<file path="config.mk">
export PLATFORM = sky130hd
export DESIGN_NAME = fetch_unit
export DESIGN_NICKNAME = d
export VERILOG_FILES = /design/src/rtl/fetch_unit.sv
export SDC_FILE = /design/constraint.sdc
export NUM_CORES = 1
export LEC_CHECK = 0
export ABC_AREA = 1
export BUFFER_PORTS_ARGS = -buffer_cell sky130_fd_sc_hd__buf_4
export CAP_MARGIN = 15
export CORE_MARGIN = 2
export CORE_UTILIZATION = 43
export CTS_CLUSTER_DIAMETER = 100
export DETAILED_ROUTE_END_ITERATION = 6
export PLACE_DENSITY_LB_ADDON = 0.3
export RECOVER_POWER = 25
export SYNTH_ARGS = -nofsm -noshare
export SYNTH_HDL_FRONTEND = slang
export SYNTH_SLANG_ARGS = --single-unit
export TNS_END_PERCENT = 50
</file>
<file path="constraint.sdc">
create_clock -name clk -period 1.96 [get_ports clk]
set_input_delay 0.196 -clock clk [delete_from_list [all_inputs] [get_ports clk]]
set_output_delay 0.196 -clock clk [all_outputs]
set_load 0.05 [all_outputs]
</file>
<file path="src/rtl/fetch_unit.sv">
// Instruction fetch stage: PC sequencing, IF/ID register, branch redirect and halt.
// Optional accepted-fetch performance counter is enabled by defining FETCH_PERF_CNT_EN.
module fetch_unit #(
    parameter int ADDR_W   = 5,
    parameter int DATA_W   = 32,
    parameter int RESET_PC = 0
) (
    input  logic              clk,
    input  logic              reset,
    output logic [ADDR_W-1:0] direinstru,
    input  logic [DATA_W-1:0] instru,
    input  logic              stall,
    input  logic              branch_taken,
    input  logic [ADDR_W-1:0] branch_target,
    input  logic              halt_req,
    output logic [DATA_W-1:0] if_instr,
    output logic [ADDR_W-1:0] if_pc,
    output logic              if_valid,
    output logic              halted,
    output logic [15:0]       fetch_count
);

    localparam logic [1:0] ST_IDLE   = 2'd0;
    localparam logic [1:0] ST_RUN    = 2'd1;
    localparam logic [1:0] ST_HALTED = 2'd2;

    localparam logic [ADDR_W-1:0] LP_RESET_PC = ADDR_W'(RESET_PC);
    localparam logic [ADDR_W-1:0] LP_PC_ONE   = {{(ADDR_W-1){1'b0}}, 1'b1};

    logic [1:0]        r_state;
    logic [ADDR_W-1:0] r_pc;
    logic [DATA_W-1:0] r_if_instr;
    logic [ADDR_W-1:0] r_if_pc;
    logic              r_if_valid;
    logic              r_halted;
    logic              w_fetch;

    // An instruction is accepted only in RUN when nothing of higher priority intervenes.
    always_comb begin
        w_fetch = 1'b0;
        if (r_state == ST_RUN) begin
            w_fetch = ~halt_req & ~branch_taken & ~stall;
        end else begin
            w_fetch = 1'b0;
        end
    end

    // Fetch FSM, program counter and IF/ID pipeline register.
    always_ff @(posedge clk) begin
        if (reset) begin
            r_state    <= ST_IDLE;
            r_pc       <= LP_RESET_PC;
            r_if_instr <= {DATA_W{1'b0}};
            r_if_pc    <= {ADDR_W{1'b0}};
            r_if_valid <= 1'b0;
            r_halted   <= 1'b0;
        end else begin
            case (r_state)
                ST_IDLE: begin
                    r_state <= ST_RUN;
                end
                ST_RUN: begin
                    // Priority: halt over branch over stall.
                    if (halt_req) begin
                        r_state    <= ST_HALTED;
                        r_if_valid <= 1'b0;
                        r_halted   <= 1'b1;
                    end else if (branch_taken) begin
                        r_pc       <= branch_target;
                        r_if_valid <= 1'b0;
                    end else if (!stall) begin
                        r_if_instr <= instru;
                        r_if_pc    <= r_pc;
                        r_if_valid <= 1'b1;
                        r_pc       <= r_pc + LP_PC_ONE;
                    end else begin
                        r_pc <= r_pc;
                    end
                end
                ST_HALTED: begin
                    r_if_valid <= 1'b0;
                    r_halted   <= 1'b1;
                end
                default: begin
                    r_state    <= ST_IDLE;
                    r_pc       <= LP_RESET_PC;
                    r_if_valid <= 1'b0;
                    r_halted   <= 1'b0;
                end
            endcase
        end
    end

`ifdef FETCH_PERF_CNT_EN
    logic [15:0] r_fetch_count;

    // Saturating count of accepted fetches.
    always_ff @(posedge clk) begin
        if (reset) begin
            r_fetch_count <= 16'h0000;
        end else if (w_fetch && (r_fetch_count != 16'hFFFF)) begin
            r_fetch_count <= r_fetch_count + 16'd1;
        end else begin
            r_fetch_count <= r_fetch_count;
        end
    end

    assign fetch_count = r_fetch_count;
`else
    logic w_fetch_unused;
    assign w_fetch_unused = w_fetch;
    assign fetch_count    = 16'h0000;
`endif

    assign direinstru = r_pc;
    assign if_instr   = r_if_instr;
    assign if_pc      = r_if_pc;
    assign if_valid   = r_if_valid;
    assign halted     = r_halted;

endmodule

</file>
==> results of run 1 <==
-- power by group --
| group | internal, mW | switching [mW] |
|---|---|---|
| clock network | 0.408 | 0.296 |
| logic | 0.318 | 0.746 |
| registers | 1.04 | 0.0770 |
| total | 1.77 | 1.12 |
-- metal layers --
metal  routed length, µm  up-vias  track usage (%)
li1                    -      955                -
met1                1967      844            19.35
met2                2126       77            28.44
met3                 339        3            3.611
met4                  30        0            3.704
met5                   0        -                0
-- area by class of cell --
cell class / count / share of cell area (%)
clock buffer: 6 / 3.147
clock inverter: 1 / 1.144
inverter: 9 / 1.383
multi-input combinational: 190 / 35.00
sequential: 46 / 35.10
tap: 52 / 2.480
timing repair buffer: 87 / 21.75
-- path summary, 6_finish.rpt --
path / end / cells past startpoint
hold reg to reg: if_instr[1]$_SDFFE_PP0P_ / 2
setup / recovery: if_pc[3]$_SDFFE_PP0P_ / 8
hold / removal: direinstru[2]$_SDFFE_PP0P_ / 2
setup reg to reg: if_pc[3]$_SDFFE_PP0P_ / 8
-- synth_stat cells, types with 2 or more instances --
| cell | count | area share, % |
|---|---|---|
| nand3_2 | 2 | 1.0 |
| dfxtp_1 | 46 | 46 |
| nand2_1 | 18 | 3.4 |
| a21oi_1 | 8 | 2.0 |
| inv_1 | 6 | 1.1 |
| nor2_1 | 70 | 13 |
| clkbuf_1 | 6 | 1.1 |
| buf_4 | 16 | 6.0 |
| nand4_1 | 2 | 0.62 |
| nor2_2 | 9 | 2.8 |
| nor2_4 | 2 | 1.1 |
| ha_1 | 6 | 3.7 |
| or2_2 | 4 | 1.2 |
| o21ai_0 | 41 | 10 |
| nand3_1 | 7 | 1.7 |
| buf_2 | 2 | 0.50 |
| a31oi_1 | 2 | 0.62 |
| inv_2 | 2 | 0.37 |
-- metrics by stage --
step / hold WS [ps] / std cells
final: 88.79 / 391
after global routing: 82.57 / 391
after CTS: 84.71 / 391
after detailed placement: 397.4 / 384
after global placement: 397.3 / 384
after floorplan: 265.1 / 272
-- worst max-delay path: cells and delay by family, from the launching register on --
family / cells / cell delay [ps]
buffers and inverters: 3 / 510
DFF: 1 / 320
adders and majority gates: 1 / 260
AOI/OAI and AO/OA: 2 / 260
and+or+nand+nor: 2 / 160
-- kinds of logic after synthesis --
logic type	after synthesis	synth area share, %
AOI/OAI and AO/OA	52	13.19
adders and majority gates	6	3.734
buffers and inverters	36	11.33
DFF	46	45.80
other	1	0.1865
and+or+nand+nor	116	25.76
-- sequential cells by signal, indices dropped and copies added (netlist names) --
signal	flops
direinstru	5
if_valid	1
r_state	2
if_instr	32
if_pc	5
halted	1
==> impl_metrics.env, run 1 <==
export IMPL_post_cts_resize_count=0
export IMPL_yosys_warnings=0
export IMPL_wl_per_cell_um=11.41
export IMPL_worstPathArrival_ps=1810
export IMPL_cellLeakagePower_nw=1.152
export IMPL_ioPinCount=102
export IMPL_path_clk_slew_ps=80
export IMPL_syn_area_per_cell_um2=7.824
export IMPL_tns_ps=0
export IMPL_final_area_um2=2624
export IMPL_setup_ws_ps=374.7
export IMPL_firstDrtPassIters=4
export IMPL_relSlewSlack_pct=57.91
export IMPL_synth_main_ff_cell="dfxtp_1"
export IMPL_fillers=443
export IMPL_synthCells=257
export IMPL_layout_drive_gt1_share_pct=27.43
export IMPL_ff2ff_setup_slack_ps=370
export IMPL_fin_skew_ps=4.275
export IMPL_max_freq_mhz=630.8
export IMPL_clock_latency_ps=290
export IMPL_globalRouteOverflowTotal=0
export IMPL_startpoint="r_state[1]$_SDFFE_PP0P_"
export IMPL_path_class="reg2reg"
export IMPL_worstHoldPathType="in2reg"
export IMPL_cp_required_ps=2190
export IMPL_numCtsBuffers=5
export IMPL_maxSlewViolCount=0
export IMPL_grt_pass1_vias=1603
export IMPL_status="completed"
export IMPL_grt_pass1_wl_mm=6.796
export IMPL_yosysUniqueCellTypes=26
export IMPL_fp_dieArea_um2=5239
export IMPL_tightest_slew_ps=634.0
export IMPL_power_density_nw_per_um2=1101
export IMPL_finalHoldViolations=0
export IMPL_clock_sinks=46
export IMPL_die_h_um=72.38
export IMPL_initial_core_util_pct=45.24
export IMPL_place_congestion=0.8517
export IMPL_synth_edff_count=0
export IMPL_postPlaceCellArea_um2=2594
export IMPL_fp_row_count=24
export IMPL_r2r_start="r_state[1]$_SDFFE_PP0P_"
export IMPL_cp_end_kind="register"
export IMPL_ir_drop_mv=0.5260
export IMPL_clockBufferDepth=2
export IMPL_holdBufCountCts=0
export IMPL_setup_worst_path_start_class="register"
export IMPL_power_mw=2.888
export IMPL_clockRootBuffer="clkbuf_8"
export IMPL_hpwlAfterDp_mm=3.196
export IMPL_die_x_um=72.38
export IMPL_drtIter0Drc=123
export IMPL_viasPerCell=4.806
export IMPL_async_flop_share_pct=0
export IMPL_synthToLayoutAreaGrowth_pct=30.49
export IMPL_seqCellArea_um2=920.9
export IMPL_period_needed_ps=1585
export IMPL_portBuffers=85
export IMPL_critical_path_cell_chain="inv_1, ha_1, inv_2, nor2_4, nand2_4, inv_4, o21ai_0, a21oi_1"
export IMPL_ant_nets=0
export IMPL_netlist_area_um2=2011
export IMPL_multi_input_area_um2=918.4
export IMPL_antenna_cells=0
export IMPL_fin_util_pct=59.04
export IMPL_setup_viol=0
export IMPL_crit_path_max_fanout=39
export IMPL_h_tree_depth=2
export IMPL_slowest_delay_ps=320
export IMPL_post_cts_buffers=0
export IMPL_wirelength_mm=4.463
export IMPL_grt_use_total_pct=15.89
export IMPL_rsz0062_at_grt="no"
export IMPL_coreArea_um2=4444
export IMPL_period_share_pct=80.88
export IMPL_slowest_stage="dfxtp_1"
export IMPL_min_from="reset"
export IMPL_fin_nets=387
export IMPL_vias=1879
export IMPL_cap_violations=0
export IMPL_mostFrequentLayoutCells="nor2_1, buf_4, dfxtp_1"
export IMPL_cts_tree="done"
export IMPL_layout_commonest_cell="nor2_1"
export IMPL_post_place_ws_ps=390.5
export IMPL_grt_max_degree=43
export IMPL_seq_area_frac_synth_pct=45.80
export IMPL_synth_seq_cells=46
export IMPL_antenna_found_initial=0
export IMPL_post_route_drc_count=0
No activity file was read; power rests on OpenSTA's default activity.
==> run 2, diff against run 1 <==
--- a/config.mk
+++ b/config.mk
@@ -9,7 +9,7 @@
 export BUFFER_PORTS_ARGS = -buffer_cell sky130_fd_sc_hd__buf_4
 export CAP_MARGIN = 15
 export CORE_MARGIN = 2
-export CORE_UTILIZATION = 43
+export CORE_UTILIZATION = 41
 export CTS_CLUSTER_DIAMETER = 100
 export DETAILED_ROUTE_END_ITERATION = 6
 export PLACE_DENSITY_LB_ADDON = 0.3
==> constraint.sdc (replaced) <==
create_clock -name clk -period 1.3 [get_ports clk]
set_input_delay 0.13 -clock clk [delete_from_list [all_inputs] [get_ports clk]]
set_output_delay 0.13 -clock clk [all_outputs]
set_load 0.05 [all_outputs]
==> run 2 against run 1 <==
Routed wire length increased by 11%. Clock power increased by 40%. Via count increased by 5.2%. Non-clock buffer count increased by 18. Die area increased by 4.6%. Flip-flop and latch count unchanged. Critical path depth unchanged. Sequential power increased by 53%. Clock skew increased by 4.3 ps. Global-route usage increased by 1.7 points. Total power increased by 67%. Maximum frequency increased by 23%. Critical path type unchanged. Critical endpoint is now if_instr[11]$_SDFFE_PP0P_.
==> impl_metrics.env, run 2 (same netlist as run 1, synthesis figures left out) <==
export IMPL_wl_per_cell_um=11.62
export IMPL_grt_pass1_wl_mm=7.679
export IMPL_layout_commonest_cell="buf_4"
export IMPL_slowest_stage="dfxtp_2"
export IMPL_largest_register_ffs=32
export IMPL_maxSlewViolCount=0
export IMPL_clock_sinks=46
export IMPL_antenna_found_initial=0
export IMPL_cp_required_ps=1480
export IMPL_p_sw_share_pct=38.52
export IMPL_firstDrtPassIters=6
export IMPL_ant_nets=0
export IMPL_period_share_pct=99.33
export IMPL_clockRootBuffer="clkbuf_8"
export IMPL_post_route_drc_count=0
export IMPL_fin_skew_ps=8.574
export IMPL_die_h_um=74.03
export IMPL_clockBufferDepth=2
export IMPL_critical_path_most_common_cell="inv_4"
export IMPL_antenna_cells=0
export IMPL_hpwlAfterDp_mm=3.514
export IMPL_path_clk_slew_ps=80
export IMPL_ioPinCount=102
export IMPL_synthToLayoutAreaGrowth_pct=50.09
export IMPL_grt_max_degree=33
export IMPL_globalRouteOverflowTotal=0
export IMPL_path_class="reg2reg"
export IMPL_die_x_um=74.03
export IMPL_crit_path_max_fanout=26
export IMPL_cts_tree="done"
export IMPL_setup_worst_path_start_class="register"
export IMPL_initial_core_util_pct=42.57
export IMPL_gr_usage_met1_pct=20.17
export IMPL_worstPathArrival_ps=1480
export IMPL_period_needed_ps=1291
export IMPL_mostFrequentLayoutCells="buf_4, nor2_1, dfxtp_1"
export IMPL_ir_drop_mv=1.003
export IMPL_layout_drive_gt1_share_pct=45.96
export IMPL_power_density_nw_per_um2=1602
export IMPL_coreArea_um2=4723
export IMPL_combPwrFrac_pct=44.3
export IMPL_power_internal_mw=2.972
export IMPL_grtUsageMet2_pct=32.24
export IMPL_viasPerCell=4.638
export IMPL_drtIter0Drc=65
export IMPL_max_freq_mhz=774.4
export IMPL_h_tree_depth=2
export IMPL_p_seq_share_pct=35.4
export IMPL_slowest_delay_ps=340
export IMPL_fp_dieArea_um2=5480
export IMPL_clkPwrFrac_pct=20.4
export IMPL_grt_busiest_layer="met2"
export IMPL_rsz0062_at_grt="yes"
export IMPL_fp_row_count=25
export IMPL_grt_use_total_pct=17.58
export IMPL_fillers=433
export IMPL_wirelength_mm=4.952
export IMPL_critical_path_cell_chain="inv_4, ha_4, inv_4, nor2_4, nand2_4, buf_12, o21ai_1, nor2_1"
export IMPL_post_place_ws_ps=-131.5
export IMPL_numCtsBuffers=5
export IMPL_place_congestion=0.8918
export IMPL_clock_latency_ps=290
export IMPL_met3_usage_pct=3.930
export IMPL_stdcell_count=426
export IMPL_setup_ws_ps=8.734
export IMPL_cp_end_kind="register"
export IMPL_grt_pass1_vias=1835
export IMPL_cellLeakagePower_nw=1.371
export IMPL_p_switching_mw=1.863
export IMPL_fin_nets=406
export IMPL_portBuffers=85
export IMPL_place_inst=412
export IMPL_hold_worst_slack_ps=32.79
export IMPL_cap_violations=0
export IMPL_vias=1976
export IMPL_worstHoldPathType="in2reg"
export IMPL_status="completed"
export IMPL_setup_viol=0
export IMPL_finalHoldViolations=0
run 2: cell count changes in the layout (fill, tap and decap cells not counted), sizes merged:
cell,before,now
bufinv,1,0
clkbuf,28,20
buf,65,93
inv,9,10
run 2: final timing paths:
kind / from / slack (ps) / end / depth (start not counted)
setup / recovery: r_state[1]$_SDFFE_PP0P_ / 9 / if_instr[11]$_SDFFE_PP0P_ / 8
hold / removal: reset / 30 / direinstru[1]$_SDFFE_PP0P_ / 2
setup reg to reg: r_state[1]$_SDFFE_PP0P_ / 9 / if_instr[11]$_SDFFE_PP0P_ / 8
hold reg to reg: if_instr[31]$_SDFFE_PP0P_ / 480 / if_instr[31]$_SDFFE_PP0P_ / 2
run 2: layout make-up:
class | count | area [µm²] | share of cell area, %
Multi-Input combinational cell | 190 | 1020 | 33.79
Tap cell | 67 | 83.83 | 2.778
Timing Repair Buffer | 105 | 823.3 | 27.28
Timing Repair inverter | 1 | 6.256 | 0.2073
Clock buffer | 8 | 110.1 | 3.648
Inverter | 9 | 46.29 | 1.534
Sequential cell | 46 | 928.4 | 30.76
run 2: power by group through the flow:
stage / combinational, mW / clock [mW] / sequential (mW)
2_1_floorplan: 0.830 / 0 / 2.16
3_3_place_gp: 1.83 / 0 / 1.71
3_5_place_dp: 1.86 / 0 / 1.71
4_1_cts: 2.06 / 1.02 / 1.70
5_1_grt: 2.32 / 1.06 / 1.73
6_report: 2.14 / 0.985 / 1.71
run 2: metrics by stage:
step / TNS [ps] / instance area [µm²] / total power [mW] / util [%]
final: 0 / 3018 / 4.835 / 63.89
after floorplan: -503.5 / 2072 / 2.993 / -
after global routing: -2091 / 3018 / 5.113 / 63.89
after global placement: -1466 / 2753 / 3.538 / 58.28
after CTS: -21.06 / 2924 / 4.780 / 61.91
after detailed placement: -4400 / 2753 / 3.567 / 58.28
run 2: timing repair:
action / CTS / global route
gates cloned: 0 / 2
buffers inserted: 2 / 2
pin swaps: 3 / 5
resized for setup: 20 / 51
endpoints found under the hold margin: 0 / 0
endpoints found under the setup margin: 45 / 44
hold buffers: 0 / 0
run 2: worst max-delay path: cells and delay by family (launching register included):
kind / cells / cell delay (ps)
adder cells (fa/ha/maj): 1 / 160
AND/OR/NAND/NOR: 3 / 240
flip-flops: 1 / 340
buffers and inverters: 3 / 300
AO/OA/AOI/OAI: 1 / 130
run 2: per-layer routing:
metal,vias up,share of wire (%)
met1,900,41
met3,5,6.5
met5,-,0
met4,0,0.89
met2,70,51
li1,1001,-
==> run 3, diff against run 2 <==
--- a/config.mk
+++ b/config.mk
@@ -9,7 +9,7 @@
 export BUFFER_PORTS_ARGS = -buffer_cell sky130_fd_sc_hd__buf_4
 export CAP_MARGIN = 15
 export CORE_MARGIN = 2
-export CORE_UTILIZATION = 41
+export CORE_UTILIZATION = 43
 export CTS_CLUSTER_DIAMETER = 100
 export DETAILED_ROUTE_END_ITERATION = 6
 export PLACE_DENSITY_LB_ADDON = 0.3
==> constraint.sdc (replaced) <==
create_clock -name clk -period 1.4 [get_ports clk]
set_input_delay 0.14 -clock clk [delete_from_list [all_inputs] [get_ports clk]]
set_output_delay 0.14 -clock clk [all_outputs]
set_load 0.05 [all_outputs]
==> run 3 against run 2 <==
Final cell count is 5.9% lower. Non-clock buffer count is 9 lower. Sequential share of layout area is 2.4 points higher. Maximum frequency decreased by 4.1%. Total power is 11% lower. First-iteration DRC count is 86% higher. Combinational power shrank 18%. Critical path type unchanged. Worst hold slack better by 15 ps. Clock skew decreased by 3.6 ps. Worst setup slack improved by 45 ps.
==> impl_metrics.env, run 3 (same netlist as run 1, synthesis figures left out) <==
export IMPL_cap_violations=0
export IMPL_viasPerCell=4.686
export IMPL_path_clk_slew_ps=80
export IMPL_clock_latency_ps=290
export IMPL_coreArea_um2=4444
export IMPL_slowest_stage="dfxtp_4"
export IMPL_power_mw=4.321
export IMPL_met1_length_mm=1.883
export IMPL_antenna_found_initial=0
export IMPL_critical_path_cell_chain="inv_1, ha_2, nor2_4, nand3_4, nor2_4, nand3_1, a21oi_2"
export IMPL_r2r_cells=7
export IMPL_globalRouteOverflowTotal=0
export IMPL_maxSlewViolCount=0
export IMPL_mostFrequentLayoutCells="buf_4, nor2_1, dfxtp_1"
export IMPL_ant_nets=0
export IMPL_cellLeakagePower_nw=1.248
export IMPL_worstPathArrival_ps=1570
export IMPL_wl_per_cell_um=11.31
export IMPL_final_area_um2=2803
export IMPL_path_class="reg2reg"
export IMPL_dr_wl_met2_mm=2.305
export IMPL_largest_register_ffs=32
export IMPL_grt_max_degree=33
export IMPL_portBuffers=85
export IMPL_postPlaceCellArea_um2=2681
export IMPL_vias=1879
export IMPL_drtIter0Drc=121
export IMPL_slowest_delay_ps=380
export IMPL_setup_worst_path_start_class="register"
export IMPL_min_from="reset"
export IMPL_die_h_um=72.38
export IMPL_cts_tree="done"
export IMPL_reg2reg_to="direinstru[4]$_SDFFE_PP0P_"
export IMPL_min_path_cells=2
export IMPL_cp_end_kind="register"
export IMPL_period_needed_ps=1347
export IMPL_fp_dieArea_um2=5239
export IMPL_ioPinCount=102
export IMPL_status="completed"
export IMPL_layout_commonest_cell="buf_4"
export IMPL_power_density_nw_per_um2=1542
export IMPL_synthToLayoutAreaGrowth_pct=39.39
export IMPL_clock_sinks=46
export IMPL_ir_drop_mv=1.021
export IMPL_ff2ff_setup_slack_ps=50
export IMPL_initial_core_util_pct=45.24
export IMPL_relSlewSlack_pct=60.42
export IMPL_fin_skew_ps=4.933
export IMPL_die_x_um=72.38
export IMPL_place_congestion=0.8201
export IMPL_numCtsBuffers=5
export IMPL_period_share_pct=96.19
export IMPL_rsz0062_at_grt="yes"
export IMPL_finalHoldViolations=0
export IMPL_clockRootBuffer="clkbuf_8"
export IMPL_post_route_drc_count=0
export IMPL_cp_required_ps=1620
export IMPL_critical_path_most_common_cell="nor2_4"
export IMPL_antenna_cells=0
export IMPL_h_tree_depth=2
export IMPL_fin_nets=396
export IMPL_max_freq_mhz=742.6
export IMPL_wl_met3_um=324
export IMPL_worstHoldPathType="in2reg"
export IMPL_grt_pass1_vias=1683
export IMPL_top_layer="met4"
export IMPL_hold_path_end="direinstru[3]$_SDFFE_PP0P_"
export IMPL_clockBufferDepth=2
export IMPL_grt_use_total_pct=17.04
export IMPL_fp_row_count=24
export IMPL_tightest_slew_ps=596.3
export IMPL_grt_pass1_wl_mm=7.134
export IMPL_layout_drive_gt1_share_pct=36.96
export IMPL_hpwlAfterDp_mm=3.361
export IMPL_wirelength_mm=4.535
export IMPL_firstDrtPassIters=4
export IMPL_r2r_start="r_state[0]$_SDFFE_PP0P_"
export IMPL_holdBufCountCts=0
export IMPL_setup_viol=0
export IMPL_crit_path_max_fanout=4
## run 3: cell types whose count changed in the layout (fill, tap and decap cells not counted), moves of 3 or more
cell,before,now
o21ai_2,11,1
o21ai_0,6,35
buf_4,88,73
o21ai_1,24,5
clkbuf_1,0,10
nor2_1,65,68
clkbuf_8,8,5
nor2_2,13,10
## run 3: layer usage
metal,vias up,track usage [%]
met1,829,20.02
met5,-,0
met4,0,6.584
li1,978,-
met2,68,29.87
met3,4,4.167
## run 3: final cells by class
class / count / area [µm²]
Fill cell: 431 / 1642
Multi-Input combinational cell: 190 / 973.4
Clock buffer: 6 / 72.57
Inverter: 9 / 43.79
Sequential cell: 46 / 928.4
Tap cell: 52 / 65.06
Timing Repair Buffer: 96 / 681.9
Clock inverter: 2 / 37.54
## run 3: worst max-delay path by stage
stage	from	to	slack, ps	cells past startpoint
3_5_place_dp	r_state[0]$_SDFFE_PP0P_	direinstru[4]$_SDFFE_PP0P_	-90	7
5_1_grt	r_state[0]$_SDFFE_PP0P_	direinstru[4]$_SDFFE_PP0P_	-40	7
4_1_cts	r_state[1]$_SDFFE_PP0P_	r_state[1]$_SDFFE_PP0P_	1	7
3_3_place_gp	r_state[0]$_SDFFE_PP0P_	direinstru[3]$_SDFFE_PP0P_	-30	7
6_report	r_state[0]$_SDFFE_PP0P_	direinstru[4]$_SDFFE_PP0P_	50	7
2_1_floorplan	r_state[1]$_SDFFE_PP0P_	r_state[1]$_SDFFE_PP0P_	50	7
## run 3: report_power, final
group / switching [mW] / leakage [nW] / internal [mW]
clock: 0.428 / 0.0514 / 0.533
sequential: 0.122 / 0.375 / 1.47
combinational: 1.13 / 0.822 / 0.637
## run 3: through the flow
stage | setup TNS [ps] | util (%) | worst slack [ps] | hold WS [ps] | cells
floorplan | 0 | - | 52.05 | 201.7 | 272
CTS | 0 | 63.40 | 1.171 | 25.30 | 401
detailed placement | -1789 | 60.33 | -93.34 | 337.4 | 392
global route | -44.54 | 63.06 | -40.77 | 41.51 | 401
global placement | -33.24 | 60.33 | -26.36 | 334.3 | 392
finish | 0 | 63.06 | 53.31 | 47.86 | 401
## run 3: what timing repair did
action | CTS | global route
gates resized for setup | 7 | 19
setup buffers | 1 | 0
endpoints found under the setup margin | 42 | 27
pin swaps | 1 | 5
## run 3: worst max-delay path, delay by kind of cell (launching register included)
family                   cells  cell delay [ps]
flip-flops                   1              380
AND/OR/NAND/NOR              4              470
AO/OA/AOI/OAI                1              150
adder cells (fa/ha/maj)      1              200
buffers and inverters        1               80
